==> src/rtl/bp_fe_pkg.sv <==
// Shared front-end types and constants for the branch-predictor update path.
// The prediction-entry struct is declared through a macro so each user picks its own index width.
package bp_fe_pkg;

  localparam int bp_fe_bp_stat_width_gp = 32;

  // Saturating increment used by the statistics counters.
  function automatic logic [bp_fe_bp_stat_width_gp-1:0] bp_fe_sat_inc(
    input logic [bp_fe_bp_stat_width_gp-1:0] value
  );
    return (value == '1) ? value : value + 1'b1;
  endfunction

endpackage

`define DECLARE_BP_FE_BP_PRED_ENTRY_S(idx_width_mp) \
  typedef struct packed {                            \
    logic [idx_width_mp-1:0] idx;                    \
    logic                    taken;                  \
  } bp_fe_bp_pred_entry_s

==> src/rtl/bp_fe_bp_pred_fifo.sv <==
// Generic circular FIFO: read/write pointers, occupancy count, flush clears state.
// A push in the same cycle as a flush is discarded; a pop in that cycle still happens.
module bp_fe_bp_pred_fifo #(
  parameter int width_p = 8,
  parameter int els_p   = 8
) (
  input  logic                         clk_i,
  input  logic                         reset_n_i,
  input  logic                         i_push,
  input  logic [width_p-1:0]           i_data,
  input  logic                         i_pop,
  input  logic                         i_flush,
  output logic [width_p-1:0]           o_head,
  output logic                         o_ready,
  output logic                         o_pop_v,
  output logic [$clog2(els_p+1)-1:0]   o_count
);

  localparam int PTR_W = $clog2(els_p);
  localparam int CNT_W = $clog2(els_p + 1);

  logic [width_p-1:0] r_mem [els_p];
  logic [PTR_W-1:0]   r_rptr;
  logic [PTR_W-1:0]   r_wptr;
  logic [CNT_W-1:0]   r_count;
  logic               w_push;
  logic               w_pop;

  assign o_ready = (r_count != CNT_W'(els_p));
  assign w_push  = i_push & o_ready & ~i_flush;
  assign w_pop   = i_pop & (r_count != '0);
  assign o_pop_v = w_pop;
  assign o_head  = r_mem[r_rptr];
  assign o_count = r_count;

  // NOTE: storage has no reset; a slot is only read after a push has written it.
  always_ff @(posedge clk_i) begin
    if (w_push) begin
      r_mem[r_wptr] <= i_data;
    end
  end

  // Pointers wrap naturally because els_p is a power of two.
  always_ff @(posedge clk_i) begin
    if (!reset_n_i || i_flush) begin
      r_rptr  <= '0;
      r_wptr  <= '0;
      r_count <= '0;
    end else begin
      if (w_push) r_wptr <= r_wptr + PTR_W'(1);
      if (w_pop)  r_rptr <= r_rptr + PTR_W'(1);
      r_count <= r_count + CNT_W'(w_push) - CNT_W'(w_pop);
    end
  end

endmodule

==> src/rtl/bp_fe_bp_update_queue.sv <==
// Pairs in-order branch resolutions with queued predictions and drives one registered BHT write each.
// Optional statistics counters are built only when BP_FE_BP_UPDATE_STATS_EN is defined.
module bp_fe_bp_update_queue
  import bp_fe_pkg::*;
#(
  parameter int bht_idx_width_p = 9,
  parameter int queue_els_p     = 8
) (
  input  logic                              clk_i,
  input  logic                              reset_n_i,
  input  logic                              pred_v_i,
  input  logic [bht_idx_width_p-1:0]        pred_idx_i,
  input  logic                              pred_taken_i,
  output logic                              pred_ready_o,
  input  logic                              res_v_i,
  input  logic                              res_taken_i,
  input  logic                              flush_i,
  output logic                              w_v_o,
  output logic [bht_idx_width_p-1:0]        idx_w_o,
  output logic                              correct_o,
  output logic [$clog2(queue_els_p+1)-1:0]  count_o,
  output logic [bp_fe_bp_stat_width_gp-1:0] stat_resolved_o,
  output logic [bp_fe_bp_stat_width_gp-1:0] stat_mispred_o
);

  `DECLARE_BP_FE_BP_PRED_ENTRY_S(bht_idx_width_p);

  bp_fe_bp_pred_entry_s       w_push_entry;
  bp_fe_bp_pred_entry_s       w_head;
  logic                       w_pop_v;
  logic                       w_correct;
  logic                       r_w_v;
  logic [bht_idx_width_p-1:0] r_idx_w;
  logic                       r_correct;

  assign w_push_entry = '{idx: pred_idx_i, taken: pred_taken_i};

  bp_fe_bp_pred_fifo #(
    .width_p ($bits(bp_fe_bp_pred_entry_s)),
    .els_p   (queue_els_p)
  ) u_fifo (
    .clk_i     (clk_i),
    .reset_n_i (reset_n_i),
    .i_push    (pred_v_i),
    .i_data    (w_push_entry),
    .i_pop     (res_v_i),
    .i_flush   (flush_i),
    .o_head    (w_head),
    .o_ready   (pred_ready_o),
    .o_pop_v   (w_pop_v),
    .o_count   (count_o)
  );

  assign w_correct = (w_head.taken == res_taken_i);

  // Index and direction hold between writes; only w_v_o qualifies them.
  always_ff @(posedge clk_i) begin
    if (!reset_n_i) begin
      r_w_v     <= 1'b0;
      r_idx_w   <= '0;
      r_correct <= 1'b0;
    end else begin
      r_w_v <= w_pop_v;
      if (w_pop_v) begin
        r_idx_w   <= w_head.idx;
        r_correct <= w_correct;
      end
    end
  end

  assign w_v_o     = r_w_v;
  assign idx_w_o   = r_idx_w;
  assign correct_o = r_correct;

`ifdef BP_FE_BP_UPDATE_STATS_EN
  logic [bp_fe_bp_stat_width_gp-1:0] r_stat_resolved;
  logic [bp_fe_bp_stat_width_gp-1:0] r_stat_mispred;

  always_ff @(posedge clk_i) begin
    if (!reset_n_i) begin
      r_stat_resolved <= '0;
      r_stat_mispred  <= '0;
    end else if (w_pop_v) begin
      r_stat_resolved <= bp_fe_sat_inc(r_stat_resolved);
      if (!w_correct) r_stat_mispred <= bp_fe_sat_inc(r_stat_mispred);
    end
  end

  assign stat_resolved_o = r_stat_resolved;
  assign stat_mispred_o  = r_stat_mispred;
`else
  assign stat_resolved_o = '0;
  assign stat_mispred_o  = '0;
`endif

  // A prediction offered while full is dropped; upstream should have honoured pred_ready_o.
  push_while_full_a : assert property (
    @(posedge clk_i) disable iff (!reset_n_i) !(pred_v_i && !pred_ready_o)
  ) else $warning("prediction dropped: queue full");

endmodule

==> config.mk <==
export PLATFORM = sky130hd
export DESIGN_NAME = bp_fe_bp_update_queue
export DESIGN_NICKNAME = d
export VERILOG_FILES = /design/src/rtl/bp_fe_pkg.sv /design/src/rtl/bp_fe_bp_pred_fifo.sv /design/src/rtl/bp_fe_bp_update_queue.sv
export SDC_FILE = /design/constraint.sdc
export NUM_CORES = 1
export LEC_CHECK = 0
export ABC_CLOCK_PERIOD_IN_PS = 2600
export BUFFER_PORTS_ARGS = -buffer_cell sky130_fd_sc_hd__clkbuf_2
export CORE_MARGIN = 4
export CORE_UTILIZATION = 25
export DETAILED_ROUTE_END_ITERATION = 6
export GPL_TIMING_DRIVEN = 0
export PLACE_DENSITY = 0.45
export SLEW_MARGIN = 20
export SYNTH_ARGS = -nofsm -noshare
export SYNTH_HDL_FRONTEND = slang
export SYNTH_SLANG_ARGS = --single-unit
==> constraint.sdc <==
create_clock -name clk_i -period 2.6 [get_ports clk_i]
set_input_delay 0.26 -clock clk_i [delete_from_list [all_inputs] [get_ports clk_i]]
set_output_delay 0.26 -clock clk_i [all_outputs]
set_load 0.01 [all_outputs]
==> flow_metrics.env, run 1 <==
export IMPL_dieArea_mm2=0.0203
export IMPL_ys_types=29
export IMPL_holdBufCountCts=0
export IMPL_cts_inserted_buffers=9
export IMPL_path_clk_slew_ns=0.08
export IMPL_areaGrowthSynthToFinish_pct=22.8
export IMPL_via_count=2375
export IMPL_worst_slack_ns=0.186
export IMPL_die_h_um=142
export IMPL_dieWidth_um=142
export IMPL_drv_slew=0
export IMPL_clockRootBuffer="clkbuf_16"
export IMPL_hold_path_end="u_fifo.r_mem[3][8]"
export IMPL_pre_cts_slack_ns=-0.166
export IMPL_cts_sinks=104
export IMPL_final_seq_area_mm2=0.00288
export IMPL_syn_cell_area_mm2=0.00451
export IMPL_drc=0
export IMPL_initial_core_util_pct=25.8
export IMPL_synth_edf_count=80
export IMPL_finalCriticalPeriod_ns=2.41
export IMPL_tightest_slew_ns=0.711
export IMPL_multi_input_area_mm2=0.00135
export IMPL_status="finished, final reports clean"
export IMPL_ys_ff_latch=104
export IMPL_power_density_mw_per_mm2=763
export IMPL_critPathKind="reg -> reg"
export IMPL_yosysMostFrequentCell="edfxtp_1"
export IMPL_synth_top_area_share_pct=53.3
export IMPL_relSlewSlack_pct=52.5
export IMPL_row_count=48
export IMPL_power_mw=4.22
export IMPL_grt_overflow=0
export IMPL_grt_max_degree=20
export IMPL_yosysWarnings=0
export IMPL_worst_setup_path_end_kind="register"
export IMPL_synth_top_area_cell="edfxtp_1"
export IMPL_grt_pass1_wl_mm=12.7
export IMPL_finalHoldViolations=0
export IMPL_reg2regPathDepth=7
export IMPL_antenna_found_initial=0
export IMPL_worst_clock_skew_ns=0.00883
export IMPL_diodes=0
export IMPL_cts_buffer_depth=2
export IMPL_cts_resized=1
export IMPL_hold_start="pred_idx_i[7]"
export IMPL_r2r_slack_ns=0.19
export IMPL_cts_tree="yes"
export IMPL_irDropWorstVdd_uv=253
export IMPL_synth_area_per_cell_um2=15.4
export IMPL_cp_cell_sequence="inv_1 -> ha_1 -> or3b_1 -> clkbuf_1 -> and3b_1 -> nand2_1 -> nor2_2"
export IMPL_via_per_inst=3.78
export IMPL_async_reset_ff_share_pct=0
export IMPL_startpoint_type="register"
export IMPL_grt_util_all_layers_pct=8.49
export IMPL_layout_drive_gt1_share_pct=34.2
export IMPL_fillers=1730
export IMPL_ys_seq_area_share_pct=63.9
export IMPL_cap_violations=0
export IMPL_core_area_mm2=0.0175
export IMPL_critPathArrivalTime_ns=2.39
export IMPL_h_tree_depth=3
export IMPL_ant_nets=0
export IMPL_firstDrtPassIters=4
export IMPL_worst_path_max_delay_cell="nor2_2"
export IMPL_synth_commonest_cells="edfxtp_1, buf_4, dfxtp_1"
export IMPL_max_stage_delay_ns=0.59
export IMPL_grt_pass1_vias=2243
export IMPL_r2r_end="u_fifo.r_mem[3][3]"
export IMPL_cts_setup_buffers=0
export IMPL_synthCells=293
export IMPL_p_leak_nw=2.12
export IMPL_synth_area_top_cells="edfxtp_1, buf_4, dfxtp_1"
export IMPL_portBuffers=31
export IMPL_first_iter_violations=143
export IMPL_finalCritPeriodShare_pct=92.8
export IMPL_ys_flop_type="edfxtp_1"
export IMPL_fmax_mhz=414
export IMPL_ios=96
export IMPL_dp_hpwl_mm=6.18
export IMPL_avgRoutedWirePerCell_um=13.8
export IMPL_critPathRequiredTime_ns=2.58
export IMPL_hold_class="in -> reg"
export IMPL_rsz0062_at_grt="false"
export IMPL_timing_rr_start="u_fifo.o_count[2]"
export IMPL_fin_nets=422
export IMPL_finalSetupViolations=0
export IMPL_finalWirelength_mm=8.68
export IMPL_gp_congestion=0.734
export IMPL_hold_depth=1
export IMPL_cp_max_fo=10
export IMPL_clkLatencyLatePin_ns=0.35
export IMPL_startpoint="u_fifo.o_count[2]"
[registers in the layout (all words and copies together), names as in the netlist, named ones only]
signal          cells
u_fifo.r_wptr       3
correct_o           1
u_fifo.r_mem       80
idx_w_o             9
u_fifo.r_rptr       3
w_v_o               1
u_fifo.o_count      4
[logic make-up (layout without fill, tap and decap cells)]
group | count (synthesis) | after routing | share of synthesized area (%)
flops | 104 | 104 | 63.9
buf+inv | 81 | 128 | 12.4
simple gates | 36 | 36 | 3.91
mux | 31 | 31 | 13.2
compound gates | 26 | 26 | 3.00
fa+ha+maj | 8 | 8 | 2.39
xor+xnor | 6 | 6 | 1.17
other cells | 1 | 64 | 0.0831
[layout by cell type (no fill, tap or decap), types with 2 or more instances in the layout]
cell,n
clkbuf_1,5
dfxtp_1,24
clkbuf_16,9
nor2_2,5
mux4_2,11
conb_1,64
nand2b_1,4
edfxtp_1,80
ha_1,7
clkinvlp_4,4
xnor2_1,5
or3b_1,2
mux4_1,9
buf_4,65
nand3_1,2
inv_1,6
nor3_4,2
nand2_1,4
o21ai_0,11
mux2i_1,11
nor2_1,11
a21oi_1,13
buf_2,2
buf_6,3
clkbuf_2,31
[worst max-delay path by stage]
stage,endpoint
floorplan,u_fifo.r_mem[0][0]
finish,u_fifo.r_mem[3][3]
CTS,u_fifo.r_mem[3][2]
global placement,u_fifo.r_mem[1][6]
detailed placement,u_fifo.o_count[2]
global route,u_fifo.r_mem[5][0]
[cell type report]
type	count	share of cell area, %
Timing Repair Buffer	33	3.21
Clock buffer	9	4.07
Inverter	6	0.407
Sequential cell	104	52.1
Tap cell	225	5.08
Buffer	73	9.53
Clock inverter	7	1.20
Multi-Input combinational cell	171	24.4
[power breakdown]
part	switching [mW]	total (mW)	internal, mW
clock network	0.626	1.29	0.667
registers	0.0671	1.99	1.92
logic	0.513	0.939	0.426
total	1.21	4.22	3.02
[per-stage QoR]
step / util (%) / setup TNS, ns / std cells / hold WS (ns) / cell area, µm²
final: 31.7 / 0 / 628 / 0.191 / 5540
after global placement: 29.7 / -16.23 / 612 / 0.490 / 5180
after CTS: 31.5 / -2.77 / 628 / 0.174 / 5510
after global routing: 31.7 / 0 / 628 / 0.193 / 5540
after floorplan: - / 0 / 356 / 0.359 / 4750
after detailed placement: 29.9 / -4.13 / 614 / 0.490 / 5220
[routing by layer]
metal / up-vias / share of wire [%] / wire, µm / global-route usage [%]
li1: 1160 / - / - / -
met1: 1104 / 42 / 3620 / 10.0
met2: 102 / 47 / 4120 / 14.5
met3: 9 / 9.6 / 834 / 2.59
met4: 0 / 1.2 / 104 / 3.30
met5: - / 0 / 0 / 0
[critical path: cells and delay by family (launching register included)]
family	cells	cell delay [ns]
DFF	1	0.33
adders and majority gates	1	0.19
buffers and inverters	2	0.28
and+or+nand+nor	4	1.26
No activity file was read; power rests on OpenSTA's default activity.
==> run 2, diff against run 1 <==
PLACE_DENSITY = default   (was 0.45)
SYNTH_HIERARCHICAL = 1   (was default)
==> flow_metrics.env, run 2 <==
export IMPL_cts_buffer_depth=2
export IMPL_final_common_cell="edfxtp_1"
export IMPL_layout_drive_gt1_share_pct=35.7
export IMPL_h_tree_depth=3
export IMPL_ys_types=37
export IMPL_startpoint_type="register"
export IMPL_cpMostUsedCell="ha_1"
export IMPL_dieWidth_um=145
export IMPL_power_density_mw_per_mm2=639
export IMPL_finalCriticalPeriod_ns=2.44
export IMPL_grt_pass1_wl_mm=14.0
export IMPL_yosysWarnings=6
export IMPL_fin_nets=432
export IMPL_ant_nets=0
export IMPL_p_leak_nw=2.26
export IMPL_async_reset_ff_share_pct=0
export IMPL_worst_setup_path_end_kind="register"
export IMPL_gp_congestion=0.707
export IMPL_hold_class="in -> reg"
export IMPL_multi_input_area_mm2=0.00154
export IMPL_finalHoldViolations=0
export IMPL_cts_setup_buffers=0
export IMPL_grt_pass1_vias=2501
export IMPL_drv_slew=0
export IMPL_grt_overflow=0
export IMPL_diodes=0
export IMPL_ys_ff_latch=104
export IMPL_final_util_pct=31.6
export IMPL_holdBufCountCts=0
export IMPL_synth_top_area_cell="edfxtp_1"
export IMPL_initial_core_util_pct=25.7
export IMPL_power_mw=3.68
export IMPL_firstDrtPassIters=5
export IMPL_final_seq_area_mm2=0.00288
export IMPL_critPathArrivalTime_ns=2.68
export IMPL_first_iter_violations=103
export IMPL_dieArea_mm2=0.0210
export IMPL_pre_cts_slack_ns=-0.0392
export IMPL_clkLatencyLatePin_ns=0.35
export IMPL_synthCells=295
export IMPL_path_clk_slew_ns=0.07
export IMPL_critPathKind="reg -> reg"
export IMPL_areaGrowthSynthToFinish_pct=22.9
export IMPL_row_count=49
export IMPL_core_area_mm2=0.0182
export IMPL_rsz0062_at_grt="false"
export IMPL_via_count=2436
export IMPL_critPathRequiredTime_ns=2.84
export IMPL_via_per_inst=3.80
export IMPL_worst_clock_skew_ns=0.00708
export IMPL_dp_hpwl_mm=6.49
export IMPL_avgRoutedWirePerCell_um=14.1
export IMPL_tightest_slew_ns=0.766
export IMPL_cp_max_fo=7
export IMPL_worst_slack_ns=0.159
export IMPL_status="finished, final reports clean"
export IMPL_cts_inserted_buffers=9
export IMPL_irDropWorstVdd_uv=332
export IMPL_portBuffers=31
export IMPL_antenna_found_initial=0
export IMPL_syn_cell_area_mm2=0.00469
export IMPL_max_stage_delay_ns=0.52
export IMPL_cts_tree="yes"
export IMPL_drc=0
export IMPL_fmax_mhz=410
export IMPL_grt_util_all_layers_pct=8.72
export IMPL_ys_seq_area_share_pct=61.5
export IMPL_largest_reg_flops=80
export IMPL_clockRootBuffer="clkbuf_16"
export IMPL_ios=96
export IMPL_synth_edf_count=80
export IMPL_worst_path_max_delay_cell="or3b_2"
export IMPL_synth_area_top_cells="edfxtp_1, mux4_1, dfxtp_1"
export IMPL_postLayoutCellArea_mm2=0.00576
export IMPL_cap_violations=0
export IMPL_cts_sinks=104
export IMPL_relSlewSlack_pct=48.9
export IMPL_finalWirelength_mm=9.01
export IMPL_postPlaceCellArea_mm2=0.00546
export IMPL_finalCritPeriodShare_pct=93.9
export IMPL_fillers=1793
export IMPL_synth_commonest_cells="edfxtp_1, buf_4, dfxtp_1"
export IMPL_finalSetupViolations=0
export IMPL_synth_top_area_share_pct=51.2
export IMPL_ys_flop_type="edfxtp_1"
export IMPL_grt_max_degree=20
export IMPL_final_cell_mix="edfxtp_1, buf_4, conb_1, clkbuf_2, dfxtp_1"
export IMPL_largest_register="u_fifo/r_mem"
export IMPL_numPlacedInstances=626
export IMPL_cp_cell_sequence="inv_1 -> ha_1 -> or3b_2 -> nand2_4 -> or2_2 -> ha_1 -> inv_1 -> ha_1 -> fa_1 -> and2_1"
export IMPL_fin_cells=641
export IMPL_synth_area_per_cell_um2=15.9
export IMPL_die_h_um=145
export IMPL_yosysMostFrequentCell="edfxtp_1"
## run 2: cell count changes after synthesis, sizes merged, moves of 3 or more
cell / before / now
xnor2: 5 / 2
nor2b: 0 / 10
mux2i: 11 / 14
clkbuf: 7 / 4
mux2: 0 / 10
o21ai: 11 / 1
nor4: 0 / 4
nand2: 5 / 11
nor2: 17 / 6
a21oi: 13 / 2
## run 2: final cells by class
| class | count | area share, % |
|---|---|---|
| Sequential cell | 104 | 50.0 |
| Multi-Input combinational cell | 175 | 26.7 |
| Buffer | 72 | 9.27 |
| Tap cell | 229 | 4.97 |
| Clock buffer | 9 | 3.91 |
| Timing Repair Buffer | 39 | 3.58 |
| Clock inverter | 7 | 1.15 |
| Inverter | 6 | 0.391 |
## run 2: stage by stage
stage | TNS, ns | hold slack [ns]
floorplan | -1.32 | 0.359
global placement | -38.66 | 0.476
detailed placement | -0.0626 | 0.491
CTS | 0 | 0.181
global route | 0 | 0.191
finish | 0 | 0.187
## run 2: routing by layer
| layer | vias up | track usage [%] | wire length [µm] |
|---|---|---|---|
| met5 | - | 0 | 0 |
| met1 | 1135 | 10.4 | 3920 |
| li1 | 1196 | - | - |
| met3 | 12 | 3.43 | 655 |
| met2 | 93 | 14.5 | 4320 |
| met4 | 0 | 2.85 | 120 |
## run 2: where the power goes
group	internal, mW	leakage, nW	switching, mW	total, mW
Clock	0.671	0.141	0.626	1.30
Combinational	0.243	1.21	0.266	0.510
Sequential	1.84	0.917	0.0300	1.87
Total	2.76	2.26	0.922	3.68
## run 2: cell families after synthesis
| logic type | Yosys count | share of synthesized area [%] |
|---|---|---|
| AOI/OAI and AO/OA | 7 | 0.987 |
| xor gates and xnor gates | 2 | 0.374 |
| adders and majority gates | 9 | 2.56 |
| buffers and inverters | 79 | 12.0 |
| DFF | 104 | 61.5 |
| muxes | 44 | 16.6 |
| other | 1 | 0.0800 |
| and+or+nand+nor | 49 | 5.95 |
## run 2: timing repair
action	CTS	global route
gates resized for setup	1	1
setup endpoints to repair	2	3
cloned	0	0
hold endpoints to repair	0	0
## run 2: critical path, delay by kind of cell, from the launching register on
kind	cells	cell delay (ns)
flip-flops	1	0.31
adder cells (fa/ha/maj)	4	0.93
AND/OR/NAND/NOR	4	0.96
buffers and inverters	2	0.16
## run 2: final timing paths
kind	slack, ns	start	endpoint	depth (start not counted)
hold reg to reg	0.50	u_fifo/r_rptr[1]	register	2
hold / removal	0.19	pred_idx_i[1]	u_fifo/r_mem[2][2]	1
setup reg to reg	0.16	u_fifo/o_count[2]	u_fifo/o_count[1]	10
setup / recovery	0.16	u_fifo/o_count[2]	u_fifo/o_count[1]	10
==> run 3, diff against run 2 <==
ABC_CLOCK_PERIOD_IN_PS = 2400   (was 2600)
CAP_MARGIN = 0   (was default)
clock period = 2.4 ns   (was 2.6 ns; I/O delays follow)
==> flow_metrics.env, run 3 (synthesis results as in run 2) <==
export IMPL_status="finished, final reports clean"
export IMPL_finalHoldViolations=0
export IMPL_areaGrowthSynthToFinish_pct=24.4
export IMPL_first_iter_violations=82
export IMPL_fillers=1792
export IMPL_worst_clock_skew_ns=0.00975
export IMPL_timing_rr_start="u_fifo/o_count[2]"
export IMPL_drc=0
export IMPL_drv_slew=0
export IMPL_reg2regPathDepth=7
export IMPL_finalCritPeriodShare_pct=98.3
export IMPL_cts_buffer_depth=2
export IMPL_cts_sinks=104
export IMPL_h_tree_depth=3
export IMPL_grt_pass1_vias=2474
export IMPL_ant_nets=0
export IMPL_p_leak_nw=2.27
export IMPL_multi_input_area_mm2=0.00158
export IMPL_fin_nets=433
export IMPL_grt_met1_usage_pct=9.56
export IMPL_clkLatencyLatePin_ns=0.35
export IMPL_holdWs_ns=0.170
export IMPL_initial_core_util_pct=25.7
export IMPL_diodes=0
export IMPL_antenna_found_initial=0
export IMPL_critPathArrivalTime_ns=2.40
export IMPL_critPathRequiredTime_ns=2.44
export IMPL_top_usage_layer="met2"
export IMPL_worst_slack_ns=0.0402
export IMPL_power_mw=4.09
export IMPL_largest_register="u_fifo/r_mem"
export IMPL_use_met3_pct=3.71
export IMPL_via_per_inst=3.88
export IMPL_avgRoutedWirePerCell_um=13.9
export IMPL_tightest_slew_ns=1.00
export IMPL_grt_overflow=0
export IMPL_path_clk_slew_ns=0.07
export IMPL_dp_hpwl_mm=6.45
export IMPL_final_common_cell="edfxtp_1"
export IMPL_core_area_mm2=0.0182
export IMPL_layout_drive_gt1_share_pct=36.8
export IMPL_grt_util_all_layers_pct=8.66
export IMPL_portBuffers=31
export IMPL_critPathKind="reg -> reg"
export IMPL_irDropWorstVdd_uv=312
export IMPL_via_count=2491
export IMPL_final_cell_mix="edfxtp_1, buf_4, conb_1, clkbuf_2, dfxtp_1"
export IMPL_relSlewSlack_pct=33.0
export IMPL_row_count=49
export IMPL_final_seq_area_mm2=0.00288
export IMPL_clockRootBuffer="clkbuf_16"
export IMPL_r2r_end="u_fifo/r_mem[6][4]"
export IMPL_finalCriticalPeriod_ns=2.36
export IMPL_grt_pass1_wl_mm=13.9
export IMPL_dieWidth_um=145
export IMPL_fin_cells=642
export IMPL_dieArea_mm2=0.0210
export IMPL_finalSetupViolations=0
export IMPL_hold_class="in -> reg"
export IMPL_hold_start="pred_idx_i[2]"
export IMPL_power_density_mw_per_mm2=701
export IMPL_pre_cts_slack_ns=-0.141
export IMPL_hold_path_end="u_fifo/r_mem[0][3]"
export IMPL_rsz0062_at_grt="true"
export IMPL_ios=96
export IMPL_cap_violations=0
export IMPL_startpoint_type="register"
export IMPL_cp_max_fo=6
export IMPL_r2r_slack_ns=0.04
export IMPL_hold_depth=1
export IMPL_grt_max_degree=18
export IMPL_cts_tree="yes"
export IMPL_finalWirelength_mm=8.93
export IMPL_holdBufCountCts=0
export IMPL_fmax_mhz=424
export IMPL_firstDrtPassIters=4
export IMPL_worst_setup_path_end_kind="register"
export IMPL_die_h_um=145
export IMPL_largest_reg_flops=80
export IMPL_grtUsageMet2_pct=14.7
export IMPL_numPlacedInstances=623
export IMPL_cts_inserted_buffers=9
export IMPL_gp_congestion=0.732
==> run 3: cell types whose count changed in the layout (fill, tap and decap cells not counted), moves of 2 or more <==
| cell | previous run | this run |
|---|---|---|
| ha_1 | 8 | 6 |
| clkbuf_1 | 3 | 5 |
| buf_4 | 66 | 68 |
| ha_4 | 0 | 2 |
==> run 3: critical path: stages, from the launching register on <==
cell and delay [ns]:
dfxtp_2 0.33, inv_2 0.05, ha_1 0.18, or3b_4 0.28
nand2_8 0.06, buf_12 0.12, nor4_2 0.67, buf_2 0.35
==> run 3: final cells by class <==
type                       instances  share of cell area (%)
timing repair buffer              40                    3.86
clock inverter                     5                    1.12
sequential                       104                    49.4
tap                              229                    4.91
clock buffer                      11                    3.99
multi-input combinational        175                    27.1
buffer                            72                    9.16
inverter                           6                   0.386
==> run 3: timing repair <==
action,4_1_cts,5_1_grt
gates resized for setup,6,7
pin swaps,0,2
setup buffers,0,4
endpoints found under the setup margin,16,23
==> run 3: where the power goes <==
| group | switching, mW | leakage, nW | internal (mW) |
|---|---|---|---|
| sequential | 0.0374 | 0.917 | 2.00 |
| combinational | 0.307 | 1.22 | 0.297 |
| clock | 0.631 | 0.138 | 0.820 |
| total | 0.976 | 2.27 | 3.12 |
==> run 3: how the worst max path moves through the flow <==
stage / startpoint / endpoint / slack [ns] / cells after the start
after global placement: u_fifo/o_count[2] / u_fifo/r_mem[2][4] / -0.97 / 6
after detailed placement: u_fifo/o_count[2] / u_fifo/o_count[1] / -0.14 / 11
after global routing: u_fifo/o_count[2] / u_fifo/r_mem[5][8] / -0.05 / 5
after CTS: u_fifo/o_count[2] / u_fifo/o_count[2] / 0.003 / 11
final: u_fifo/o_count[2] / u_fifo/r_mem[6][4] / 0.04 / 7
after floorplan: u_fifo/o_count[2] / u_fifo/r_mem[2][0] / -0.05 / 6
==> run 3: routing by layer <==
metal,vias up,part of all wire (%)
li1,1204,-
met1,1177,41
met2,98,50
met3,12,8.1
met4,0,1.8
met5,-,0
==> run 3: metrics by stage <==
stage	setup TNS, ns	cell area, µm²	utilization (%)
6_report	0	5830	32.0
5_1_grt	-0.768	5830	32.0
4_1_cts	0	5750	31.6
3_5_place_dp	-0.962	5450	29.9
3_3_place_gp	-33.73	5390	29.6
2_1_floorplan	-1.41	4950	-
